<file path="config.mk">
export PLATFORM = sky130hd
export DESIGN_NAME = adc_peak_detect
export DESIGN_NICKNAME = d
export VERILOG_FILES = /design/src/rtl/adc_peak_detect.sv
export SDC_FILE = /design/constraint.sdc
export NUM_CORES = 1
export LEC_CHECK = 0
export BUFFER_PORTS_ARGS = -buffer_cell sky130_fd_sc_hd__buf_2
export CORE_AREA = 10 10 100 102
export CTS_CLUSTER_DIAMETER = 40
export DETAILED_ROUTE_END_ITERATION = 6
export DIE_AREA = 0 0 110 112
export GPL_TIMING_DRIVEN = 0
export PLACE_DENSITY = 0.68
export SLEW_MARGIN = 20
export SYNTH_ARGS = -nofsm -noshare
export SYNTH_HDL_FRONTEND = slang
export SYNTH_SLANG_ARGS = --single-unit
</file>
<file path="constraint.sdc">
create_clock -name clock -period 2.21 [get_ports clock]
set_input_delay 0.1105 -clock clock [delete_from_list [all_inputs] [get_ports clock]]
set_output_delay 0.1105 -clock clock [all_outputs]
set_load 0.05 [all_outputs]
</file>
<file path="src/rtl/adc_peak_detect.sv">
// Peak-magnitude detector for the de-randomized LT2208 sample stream.
// Reports one windowed peak through a valid/ack handshake and flags a stretched overload.
module adc_peak_detect #(
   parameter int          WINDOW   = 4096,
   parameter logic [14:0] THRESH   = 15'h7F00,
   parameter int          OVL_HOLD = 122880
) (
   input  logic        clock,
   input  logic        reset_n,
   input  logic [15:0] ADC_in,
   input  logic        ADC_OVR,
   input  logic        peak_ack,
   output logic [14:0] peak_out,
   output logic        peak_valid,
   output logic        peak_lost,
   output logic        overload
);

   localparam int             WCW       = (WINDOW > 1) ? $clog2(WINDOW) : 1;
   localparam logic [WCW-1:0] WIN_LAST  = WCW'(WINDOW - 1);
   localparam logic [23:0]    HOLD_LOAD = 24'(OVL_HOLD);

   logic [14:0]    mag_q;
   logic           trig_q;
   logic           magValid_q;
   logic [14:0]    runMax_q, runMax_d;
   logic [WCW-1:0] winCnt_q, winCnt_d;
   logic [14:0]    peak_q, peak_d;
   logic           valid_q, valid_d;
   logic           lost_q, lost_d;
   logic [23:0]    hold_q, hold_d;
   logic           ovl_q, ovl_d;

   logic [14:0]    magIn;
   logic [14:0]    maxNext;

   // One's-complement magnitude keeps -32768 inside 15 bits without a wider intermediate.
   assign magIn   = ADC_in[15] ? ~ADC_in[14:0] : ADC_in[14:0];
   assign maxNext = (mag_q > runMax_q) ? mag_q : runMax_q;

   always_comb begin
      winCnt_d = winCnt_q;
      runMax_d = runMax_q;
      peak_d   = peak_q;
      valid_d  = valid_q;
      lost_d   = lost_q;
      if (peak_ack) begin
         valid_d = 1'b0;
      end
      // A window completion overrides a simultaneous ack.
      if (magValid_q) begin
         if (winCnt_q == WIN_LAST) begin
            peak_d   = maxNext;
            runMax_d = '0;
            winCnt_d = '0;
            valid_d  = 1'b1;
            if (valid_q && !peak_ack) begin
               lost_d = 1'b1;
            end
         end else begin
            winCnt_d = winCnt_q + 1'b1;
            runMax_d = maxNext;
         end
      end

      if (trig_q) begin
         hold_d = HOLD_LOAD;
         ovl_d  = 1'b1;
      end else if (hold_q > 24'd1) begin
         hold_d = hold_q - 24'd1;
         ovl_d  = 1'b1;
      end else begin
         hold_d = '0;
         ovl_d  = 1'b0;
      end
   end

   // magValid_q holds stage 2 off until the first post-reset sample reaches it.
   always_ff @(posedge clock) begin
      if (!reset_n) begin
         mag_q      <= '0;
         trig_q     <= 1'b0;
         magValid_q <= 1'b0;
         runMax_q   <= '0;
         winCnt_q   <= '0;
         peak_q     <= '0;
         valid_q    <= 1'b0;
         lost_q     <= 1'b0;
         hold_q     <= '0;
         ovl_q      <= 1'b0;
      end else begin
         mag_q      <= magIn;
         trig_q     <= ADC_OVR | (magIn >= THRESH);
         magValid_q <= 1'b1;
         runMax_q   <= runMax_d;
         winCnt_q   <= winCnt_d;
         peak_q     <= peak_d;
         valid_q    <= valid_d;
         lost_q     <= lost_d;
         hold_q     <= hold_d;
         ovl_q      <= ovl_d;
      end
   end

   assign peak_out   = peak_q;
   assign peak_valid = valid_q;
   assign peak_lost  = lost_q;
   assign overload   = ovl_q;

endmodule

</file>
==> run metrics, run 1 <==
drt via density=5.12; DRC=0; WHS Path Cells=3; final worst-path cycle share=96.4%; area delta synth->final=18.7%; Fmax=0.470 GHz; highest-count cells in the layout ignoring fill and taps=dfxtp_1, nor2_1, nand2_1; total die area=12,300 um^2; register area share after synthesis=43.6%; total wire length=8530 um; number of antenna diodes=0; post-placement cell area=4260 um^2; nature of the critical path endpoint=flip-flop; Final Hold Viols=0; asr flop ratio synth=0%; final instance area=4690 um^2; CTS Buffer Depth=2; Final GP Congestion=0.859; Worst Slack Setup Final=0.0801 ns; RR Endpoint=peak_out[13]$_SDFFE_PN0P_; vias in the first global route=3,102; Clk Latency, worst-skew pair=0.36 ns; Max rail drop VDD=0.504 mV; Core Rows=33; Pwr Density=1060 nW/um^2; IO Pins=38; Main synth FF type=dfxtp_1; H-Tree Depth=3; drt wl/cell=13.6 um; layout cell share with drive strength beyond 1=17.3%; #FFs+latches synth=86; nets@finish=553; number of max-cap violations=0; register-to-register setup slack=0.08 ns; 1st-iter DRT viols=184; WHS Endpoint=mag_q[12]$_SDFF_PN0_; CP arrival=2.37 ns; gr usage total=14.2%; Mapped Cells=454; Mapped Area=3950 um^2; TritonCTS Buffers=9; crit start category=flip-flop; Ys Warns=0; Distinct cells, synth=42; initial antenna violation count=0; worst r2r path cells=9; core area=8050 um^2; synthesized area per cell=8.70 um^2; Setup-failing EPs final=0; pin count of the biggest net entering global routing=15; Die H=112 um; status=complete, no violations; DP HPWL=6230 um; DR pass1 iterations=5; Yosys top cell area share=43.6%; clock root buffer=clkbuf_8; syn_nets=492; # fillers=748; TritonCTS clock tree=yes; Worst-Margin Slew=0.632 ns; dpl ws=-0.192 ns; Initial Util=49.1%; slew margin rel.=57.9%; DRT antenna net count=0; chip width=110 um; commonest non-fill, non-tap cell in the layout=dfxtp_1; overall power=4.96 mW; Layout Skew=0.0113 ns; Sum Neg Setup Slack=0 ns; Cells after DPL=595; first-pass GRT wire length=14,300 um; largest cells by area after synthesis=dfxtp_1, xnor2_1, ha_1, nor2_1, nand3_1; Worst Hold Class=in -> reg; leakage=1.78 nW; # clock sinks=86; CTS clk-pin slew, worst paths=0.08 ns; final cell count without fillers=625; Hold WS=0.0236 ns; HP Start=ADC_in[12]; worst r2r src=runMax_q[14]$_SDFFE_PN0P_; Synth area leader=dfxtp_1; Max FO, Critical Path=5; Post-synth EDFFs=0; port buffer count=36; GR Overflow Total=0; CP Class=reg -> reg; critical path required time=2.45 ns; vias post-DR=3,202; max-slew violations=0; Final min period=2.13 ns; Finished Core Util=58.2%
[area by class of cell]
| class | count | area, um^2 | area share (%) |
|---|---|---|---|
| Clock inverter | 5 | 81.3 | 1.73 |
| Sequential cell | 86 | 1730 | 36.8 |
| Inverter | 25 | 93.8 | 2.00 |
| Clock buffer | 11 | 141 | 3.02 |
| Buffer | 19 | 96.3 | 2.05 |
| Tap cell | 105 | 131 | 2.80 |
| Multi-Input combinational cell | 324 | 2110 | 45.0 |
| Timing Repair Buffer | 50 | 310 | 6.62 |
[registers in the layout, summed over array words and instances, names as in the netlist]
name,count
hold_q,24
mag_q,15
peak_out,15
runMax_q,15
winCnt_q,12
magValid_q,1
overload,1
peak_lost,1
peak_valid,1
trig_q,1
[layer usage]
layer	vias up	global-route usage (%)	routed length, um
met5	-	0	0
met4	0	5.82	127
met3	10	3.29	328
met2	63	22.5	4080
met1	1466	17.9	3990
li1	1663	-	-
[worst max-delay path, stage by stage, from the launching register on]
cell and delay (ns):
dfxtp_2 0.36, inv_1 0.05, ha_1 0.30, nand4_1 0.19, nor3_2 0.19, o31a_1 0.20
o21a_2 0.21, buf_4 0.20, mux2i_2 0.25, o21ai_1 0.08
[kinds of logic after synthesis]
family	count (synthesis)	share of synthesized area, %
simple gates	187	24.2
compound gates	62	9.09
flops	86	43.6
xor+xnor	42	9.31
fa+ha+maj	18	5.70
mux	15	3.80
buf+inv	44	4.34
[cells in the mapped netlist, types with 2 or more instances]
cell type / n
o21a_1: 4
xnor2_1: 28
nand2_2: 2
nor4_4: 3
o21ai_1: 17
nor3_2: 4
a21oi_1: 14
nor2_1: 57
clkbuf_1: 10
ha_1: 18
nor4_1: 3
o21ai_0: 5
xor2_1: 14
nand2b_1: 6
mux2i_1: 15
a31oi_1: 16
buf_1: 4
inv_1: 24
buf_2: 5
nand4_1: 7
dfxtp_1: 86
nand2_1: 46
nor3_1: 6
nand3_1: 35
or3_1: 7
o31a_1: 2
[power breakdown]
part	switching, mW	internal (mW)	total, mW	leakage, nW
combinational	0.906	0.827	1.73	0.970
clock	0.538	0.670	1.21	0.110
sequential	0.245	1.77	2.02	0.704
[how the worst max path moves through the flow]
stage,from,to,slack [ns],cells after the start
4_1_cts,runMax_q[12]$_SDFFE_PN0P_,peak_out[0]$_SDFFE_PN0P_,0.003,9
5_1_grt,runMax_q[14]$_SDFFE_PN0P_,peak_out[14]$_SDFFE_PN0P_,-0.02,9
2_1_floorplan,runMax_q[4]$_SDFFE_PN0P_,runMax_q[10]$_SDFFE_PN0P_,0.21,9
3_3_place_gp,runMax_q[4]$_SDFFE_PN0P_,runMax_q[10]$_SDFFE_PN0P_,-0.16,9
6_report,runMax_q[14]$_SDFFE_PN0P_,peak_out[13]$_SDFFE_PN0P_,0.08,9
3_5_place_dp,runMax_q[4]$_SDFFE_PN0P_,runMax_q[10]$_SDFFE_PN0P_,-0.19,9
[what timing repair did]
action / CTS / global route
setup buffers: 1 / 2
pin swaps: 0 / 5
hold buffers: 10 / 0
endpoints found under the setup margin: 21 / 33
cloned: 0 / 1
hold endpoints to repair: 10 / 0
resized for setup: 5 / 20
No activity file was read; power rests on OpenSTA's default activity.
==> inputs of run 2 (changes only) <==
CELL_PAD_IN_SITES_DETAIL_PLACEMENT = 1   (was unset)
CELL_PAD_IN_SITES_GLOBAL_PLACEMENT = 1   (was unset)
CORE_AREA = 10 10 105 107   (was 10 10 100 102)
DIE_AREA = 0 0 115 117   (was 0 0 110 112)
PLACE_DENSITY = unset   (was 0.68)
PLACE_DENSITY_LB_ADDON = 0.1   (was unset)
==> run 2 against run 1 <==
Non-clock buffer count is 4 higher. Global-route usage grew 0.69 points. Worst setup slack worse by 0.073 ns. Clock power decreased by 4%. Die area is 9.2% higher. Critical path depth shrank 1. Largest power group unchanged. Sequential share of layout area fell by 0.71 points. Largest cell class unchanged. Design area rose by 3.0%. Sequential power up 2%. Final cell count is 1.3% higher.
==> run metrics, run 2 (same netlist as run 1, synthesis figures left out) <==
status=complete, no violations (unchanged); overall power=5.13 mW (was 4.96 mW); switching share of power=34.9% (was 34.1%); final cell count without fillers=633 (was 625); post-placement cell area=4270 um^2 (was 4260 um^2); crit path buf inv count=1 (was 2); critical path, cell by cell=ha_4 -> a21oi_2 -> a21oi_1 -> o31a_1 -> o21ai_4 -> buf_4 -> nand3_1 -> a31oi_1 (was inv_1 -> ha_1 -> nand4_1 -> nor3_2 -> o31a_1 -> o21a_2 -> buf_4 -> mux2i_2 -> o21ai_1); Pwr Density=1060 nW/um^2 (about the same); Final min period=2.20 ns (was 2.13 ns); crit start category=flip-flop (unchanged); Worst Slack Setup Final=0.00732 ns (was 0.0801 ns); pin count of the biggest net entering global routing=14 (was 15); drt via density=5.27 (was 5.12); final worst-path cycle share=99.7% (was 96.4%); crit path from=mag_q[2]$_SDFF_PN0_ (was runMax_q[14]$_SDFFE_PN0P_); Worst Hold Class=in -> reg (unchanged); CP Class=reg -> reg (unchanged); number of max-cap violations=0 (unchanged); Final Hold Viols=0 (unchanged); combinational share of power=37.2% (was 34.9%); DRT antenna net count=0 (unchanged); HP Start=ADC_in[3] (was ADC_in[12]); max FFs per register=24 (unchanged); DRC=0 (unchanged); commonest non-fill, non-tap cell in the layout=dfxtp_1 (unchanged); Hold WS=0.0111 ns (was 0.0236 ns); delay-heaviest family, CP=compound AO/OA/AOI/OAI gates (unchanged); Layout Skew=0.0155 ns (was 0.0113 ns); max-slew violations=0 (unchanged); Sum Neg Setup Slack=0 ns (unchanged); Core Rows=35 (was 33); total wire length=10,000 um (was 8530 um); critical path required time=2.46 ns (was 2.45 ns); Final GP Congestion=0.760 (was 0.859); Clk Latency, worst-skew pair=0.35 ns (was 0.36 ns); GR Overflow Total=0 (unchanged); leakage=1.83 nW (was 1.78 nW); number of antenna diodes=0 (unchanged); total die area=13,500 um^2 (was 12,300 um^2); DP HPWL=7260 um (was 6230 um); H-Tree Depth=3 (unchanged); # clock sinks=86 (unchanged); nets@finish=557 (was 553); gr usage total=14.9% (was 14.2%); Worst-Margin Slew=0.640 ns (was 0.632 ns); clock root buffer=clkbuf_8 (unchanged); Pint=3.34 mW (was 3.27 mW); CTS Buffer Depth=2 (unchanged); NetSw=1.79 mW (was 1.69 mW); first-pass GRT wire length=16,300 um (was 14,300 um); chip width=115 um (was 110 um); Worst path slowest cell=dfxtp_1 (was dfxtp_2); Fmax=0.454 GHz (was 0.470 GHz); Die H=117 um (was 112 um); highest-count cells in the layout ignoring fill and taps=dfxtp_1, nor2_1, nand2_1 (unchanged); TritonCTS clock tree=yes (unchanged); IO Pins=38 (unchanged); CTS clk-pin slew, worst paths=0.08 ns (about the same); # fillers=1,088 (was 748); layout cell share with drive strength beyond 1=22.0% (was 17.3%); 1st-iter DRT viols=137 (was 184); dpl ws=-0.312 ns (was -0.192 ns); Initial Util=43.8% (was 49.1%); core area=9020 um^2 (was 8050 um^2); slew margin rel.=57.3% (was 57.9%); CP arrival=2.45 ns (was 2.37 ns); Seq pwr share=40.1% (was 40.7%); TritonCTS Buffers=9 (unchanged); DR pass1 iterations=4 (was 5); area delta synth->final=22.3% (was 18.7%); Setup-failing EPs final=0 (unchanged); Biggest register=hold_q (unchanged); final instance area=4830 um^2 (was 4690 um^2); vias post-DR=3,337 (was 3,202); initial antenna violation count=0 (unchanged); clock share of power=22.7% (was 24.4%); Cells after DPL=601 (was 595); Finished Core Util=53.5% (was 58.2%); nature of the critical path endpoint=flip-flop (unchanged); Max rail drop VDD=0.358 mV (was 0.504 mV); worst r2r src=mag_q[2]$_SDFF_PN0_ (was runMax_q[14]$_SDFFE_PN0P_); Max FO, Critical Path=10 (was 5); drt wl/cell=15.9 um (was 13.6 um); port buffer count=36 (unchanged); Largest stage delay, worst path=0.47 ns (was 0.36 ns); vias in the first global route=3,466 (was 3,102)
## run 2: changes by cell type in the layout (fill, tap and decap cells not counted), moves of 4 or more
cell      previous run  this run
dfxtp_2              3        11
mux2i_2              6         1
dfxtp_1             83        73
mux2i_4              0         5
clkbuf_1            11         7
buf_4                5        12
clkbuf_2             0         4
## run 2: layer usage
metal | track usage, % | vias up | routed length, um
met4 | 5.45 | 0 | 160
met2 | 25.2 | 49 | 4870
met3 | 2.60 | 14 | 341
li1 | - | 1671 | -
met1 | 18.5 | 1603 | 4660
met5 | 0 | - | 0
## run 2: power groups by stage
stage | Clock [mW] | Combinational, mW | Sequential, mW
after floorplan | 0 | 1.29 | 2.02
after global placement | 0 | 1.56 | 2.04
after detailed placement | 0 | 1.61 | 2.06
after CTS | 1.19 | 1.71 | 2.03
after global routing | 1.25 | 2.13 | 2.09
final | 1.16 | 1.91 | 2.06
## run 2: final cells by class
| cell class | count | area (um^2) | area share [%] |
|---|---|---|---|
| well taps | 111 | 139 | 2.88 |
| multi-input cells | 324 | 2210 | 45.7 |
| flip-flops and latches | 86 | 1740 | 36.1 |
| clock buffers | 10 | 128 | 2.64 |
| repair buffers | 54 | 337 | 6.97 |
| plain buffers | 19 | 110 | 2.28 |
| inverters | 25 | 93.8 | 1.94 |
| clock inverters | 4 | 73.8 | 1.53 |
## run 2: final timing paths
path	to	slack, ns	cells past startpoint
worst max-delay path	runMax_q[11]$_SDFFE_PN0P_	0.007	8
worst min-delay path	mag_q[3]$_SDFF_PN0_	0.01	3
worst max register to register	runMax_q[11]$_SDFFE_PN0P_	0.007	8
worst min register to register	peak_out[2]$_SDFFE_PN0P_	0.45	2
## run 2: worst min-delay path, delay by kind of cell
family                 cells  cell delay [ns]
buffers and inverters      1             0.09
AND/OR/NAND/NOR            1             0.08
XOR/XNOR                   1             0.05
## run 2: what timing repair did
| item | 4_1_cts | 5_1_grt |
|---|---|---|
| resized for setup | 16 | 44 |
| setup endpoints to repair | 24 | 34 |
| pin swaps | 0 | 11 |
| buffers inserted | 2 | 8 |
| gates cloned | 1 | 0 |
| hold endpoints to repair | 7 | 0 |
| hold buffers | 7 | 0 |
==> inputs of run 3 (changes only) <==
CORE_AREA = 2 2 97 99   (was 10 10 105 107)
DIE_AREA = 0 0 99 101   (was 0 0 115 117)
GPL_TIMING_DRIVEN = unset   (was 0)
==> run 3 against run 2 <==
Fmax up 5.2%. Flip-flop and latch count unchanged. Die area down 26%. Via count down 4.1%. Total power down 1.0%. Critical path type unchanged. Largest power group unchanged.
==> run metrics, run 3 (same netlist as run 1, synthesis figures left out) <==
critical path required time=2.43 ns (was 2.46 ns); TritonCTS clock tree=yes (unchanged); NetSw=1.76 mW (was 1.79 mW); first-pass GRT wire length=15,400 um (was 16,300 um); total wire length=9150 um (was 10,000 um); Clk Latency, worst-skew pair=0.36 ns (was 0.35 ns); vias in the first global route=3,248 (was 3,466); CTS Buffer Depth=2 (unchanged); Layout Skew=0.0128 ns (was 0.0155 ns); highest-count cells in the layout ignoring fill and taps=dfxtp_1, nor2_1, nand2_1 (unchanged); clock root buffer=clkbuf_8 (unchanged); final instance area=4720 um^2 (was 4830 um^2); commonest non-fill, non-tap cell in the layout=dfxtp_1 (unchanged); layout cell share with drive strength beyond 1=18.5% (was 22.0%); Worst Slack Setup Final=0.116 ns (was 0.00732 ns); Final GP Congestion=0.824 (was 0.760); DR pass1 iterations=4 (unchanged); Initial Util=44.0% (was 43.8%); core area=8980 um^2 (was 9020 um^2); Worst-Margin Slew=0.905 ns (was 0.640 ns); clock share of power=24.3% (was 22.7%); initial antenna violation count=0 (unchanged); Finished Core Util=52.6% (was 53.5%); final cell count without fillers=624 (was 633); H-Tree Depth=3 (unchanged); Cells after DPL=594 (was 601); switching share of power=34.6% (was 34.9%); Hold WS=0.0176 ns (was 0.0111 ns); drt wl/cell=14.7 um (was 15.9 um); Worst Hold Class=in -> reg (unchanged); DRC=0 (unchanged); overall power=5.07 mW (was 5.13 mW); drt via density=5.13 (was 5.27); CTS clk-pin slew, worst paths=0.09 ns (was 0.08 ns); dpl ws=0.0283 ns (was -0.312 ns); Die H=101 um (was 117 um); # clock sinks=86 (unchanged); Max FO, Critical Path=12 (was 10); Pwr Density=1070 nW/um^2 (was 1060 nW/um^2); CP arrival=2.32 ns (was 2.45 ns); Setup-failing EPs final=0 (unchanged); nets@finish=546 (was 557); Final Hold Viols=0 (unchanged); pin count of the biggest net entering global routing=38 (was 14); vias post-DR=3,199 (was 3,337); max-slew violations=0 (unchanged); Fmax=0.477 GHz (was 0.454 GHz); DRT antenna net count=0 (unchanged); nature of the critical path endpoint=flip-flop (unchanged); number of max-cap violations=0 (unchanged); DP HPWL=6620 um (was 7260 um); 1st-iter DRT viols=105 (was 137); crit start category=flip-flop (unchanged); leakage=1.81 nW (was 1.83 nW); gr usage total=19.2% (was 14.9%); final worst-path cycle share=94.8% (was 99.7%); slew margin rel.=39.5% (was 57.3%); TritonCTS Buffers=9 (unchanged); port buffer count=37 (was 36); CP Class=reg -> reg (unchanged); Sum Neg Setup Slack=0 ns (unchanged); area delta synth->final=19.6% (was 22.3%); combinational share of power=35.8% (was 37.2%); max FFs per register=24 (unchanged); Core Rows=35 (unchanged); number of antenna diodes=0 (unchanged); IO Pins=38 (unchanged); total die area=10000 um^2 (was 13,500 um^2); Pint=3.32 mW (was 3.34 mW); Max rail drop VDD=0.386 mV (was 0.358 mV); GR Overflow Total=0 (unchanged); Seq pwr share=39.9% (was 40.1%); chip width=99 um (was 115 um); post-placement cell area=4300 um^2 (was 4270 um^2); Biggest register=hold_q (unchanged); Final min period=2.09 ns (was 2.20 ns); status=complete, no violations (unchanged)
-- run 3: changes by cell type in the layout (fill, tap and decap cells not counted), moves of 3 or more --
cell           previous run  this run
mux2i_2                   1         5
dlygate4sd3_1             7        10
buf_1                     3         0
mux2i_4                   5         0
dfxtp_1                  73        82
clkbuf_1                  7         1
clkinvlp_4                0         3
clkbuf_2                  4         0
dfxtp_2                  11         4
-- run 3: power by group through the flow --
| stage | clock [mW] | combinational [mW] | sequential, mW |
|---|---|---|---|
| after global routing | 1.33 | 2.01 | 2.06 |
| after floorplan | 0 | 1.29 | 2.02 |
| final | 1.23 | 1.82 | 2.02 |
| after detailed placement | 0 | 1.69 | 2.05 |
| after global placement | 0 | 1.64 | 2.04 |
| after CTS | 1.26 | 1.73 | 2.02 |
-- run 3: area by class of cell --
cell class / count / area [um^2]
sequential: 86 / 1730
tap: 111 / 139
multi-input combinational: 324 / 2100
inverter: 25 / 93.8
fill: 1056 / 4250
clock inverter: 5 / 82.6
timing repair buffer: 62 / 440
clock buffer: 11 / 141
-- run 3: layer usage --
layer | wire [um] | part of all wire (%) | global-route usage, %
met1 | 4390 | 48 | 25.0
met2 | 4400 | 48 | 32.3
met3 | 294 | 3.2 | 4.51
met4 | 57 | 0.62 | 4.43
met5 | 0 | 0 | 0
-- run 3: worst paths after layout --
path / to / cells after the start / start / slack [ns]
worst max-delay path: peak_out[0]$_SDFFE_PN0P_ / 9 / runMax_q[4]$_SDFFE_PN0P_ / 0.12
worst min-delay path: mag_q[13]$_SDFF_PN0_ / 3 / ADC_in[13] / 0.02
worst max register to register: peak_out[0]$_SDFFE_PN0P_ / 9 / runMax_q[4]$_SDFFE_PN0P_ / 0.12
worst min register to register: peak_out[2]$_SDFFE_PN0P_ / 2 / peak_out[2]$_SDFFE_PN0P_ / 0.46
-- run 3: worst max-delay path: stages, from the launching register on --
cell      delay (ns)
dfxtp_1         0.38
inv_1           0.06
ha_1            0.30
a211oi_2        0.18
nor2_1          0.08
o31a_1          0.25
o21a_2          0.26
buf_12          0.17
mux2i_2         0.18
o21ai_1         0.08
-- run 3: what timing repair did --
item                                   in CTS  in global routing
endpoints found under the hold margin      10                  0
cloned                                      0                  1
buffers inserted                            0                  3
hold buffers                               10                  0
resized for setup                           1                 13
setup endpoints to repair                   1                 17
pin swaps                                   0                  3
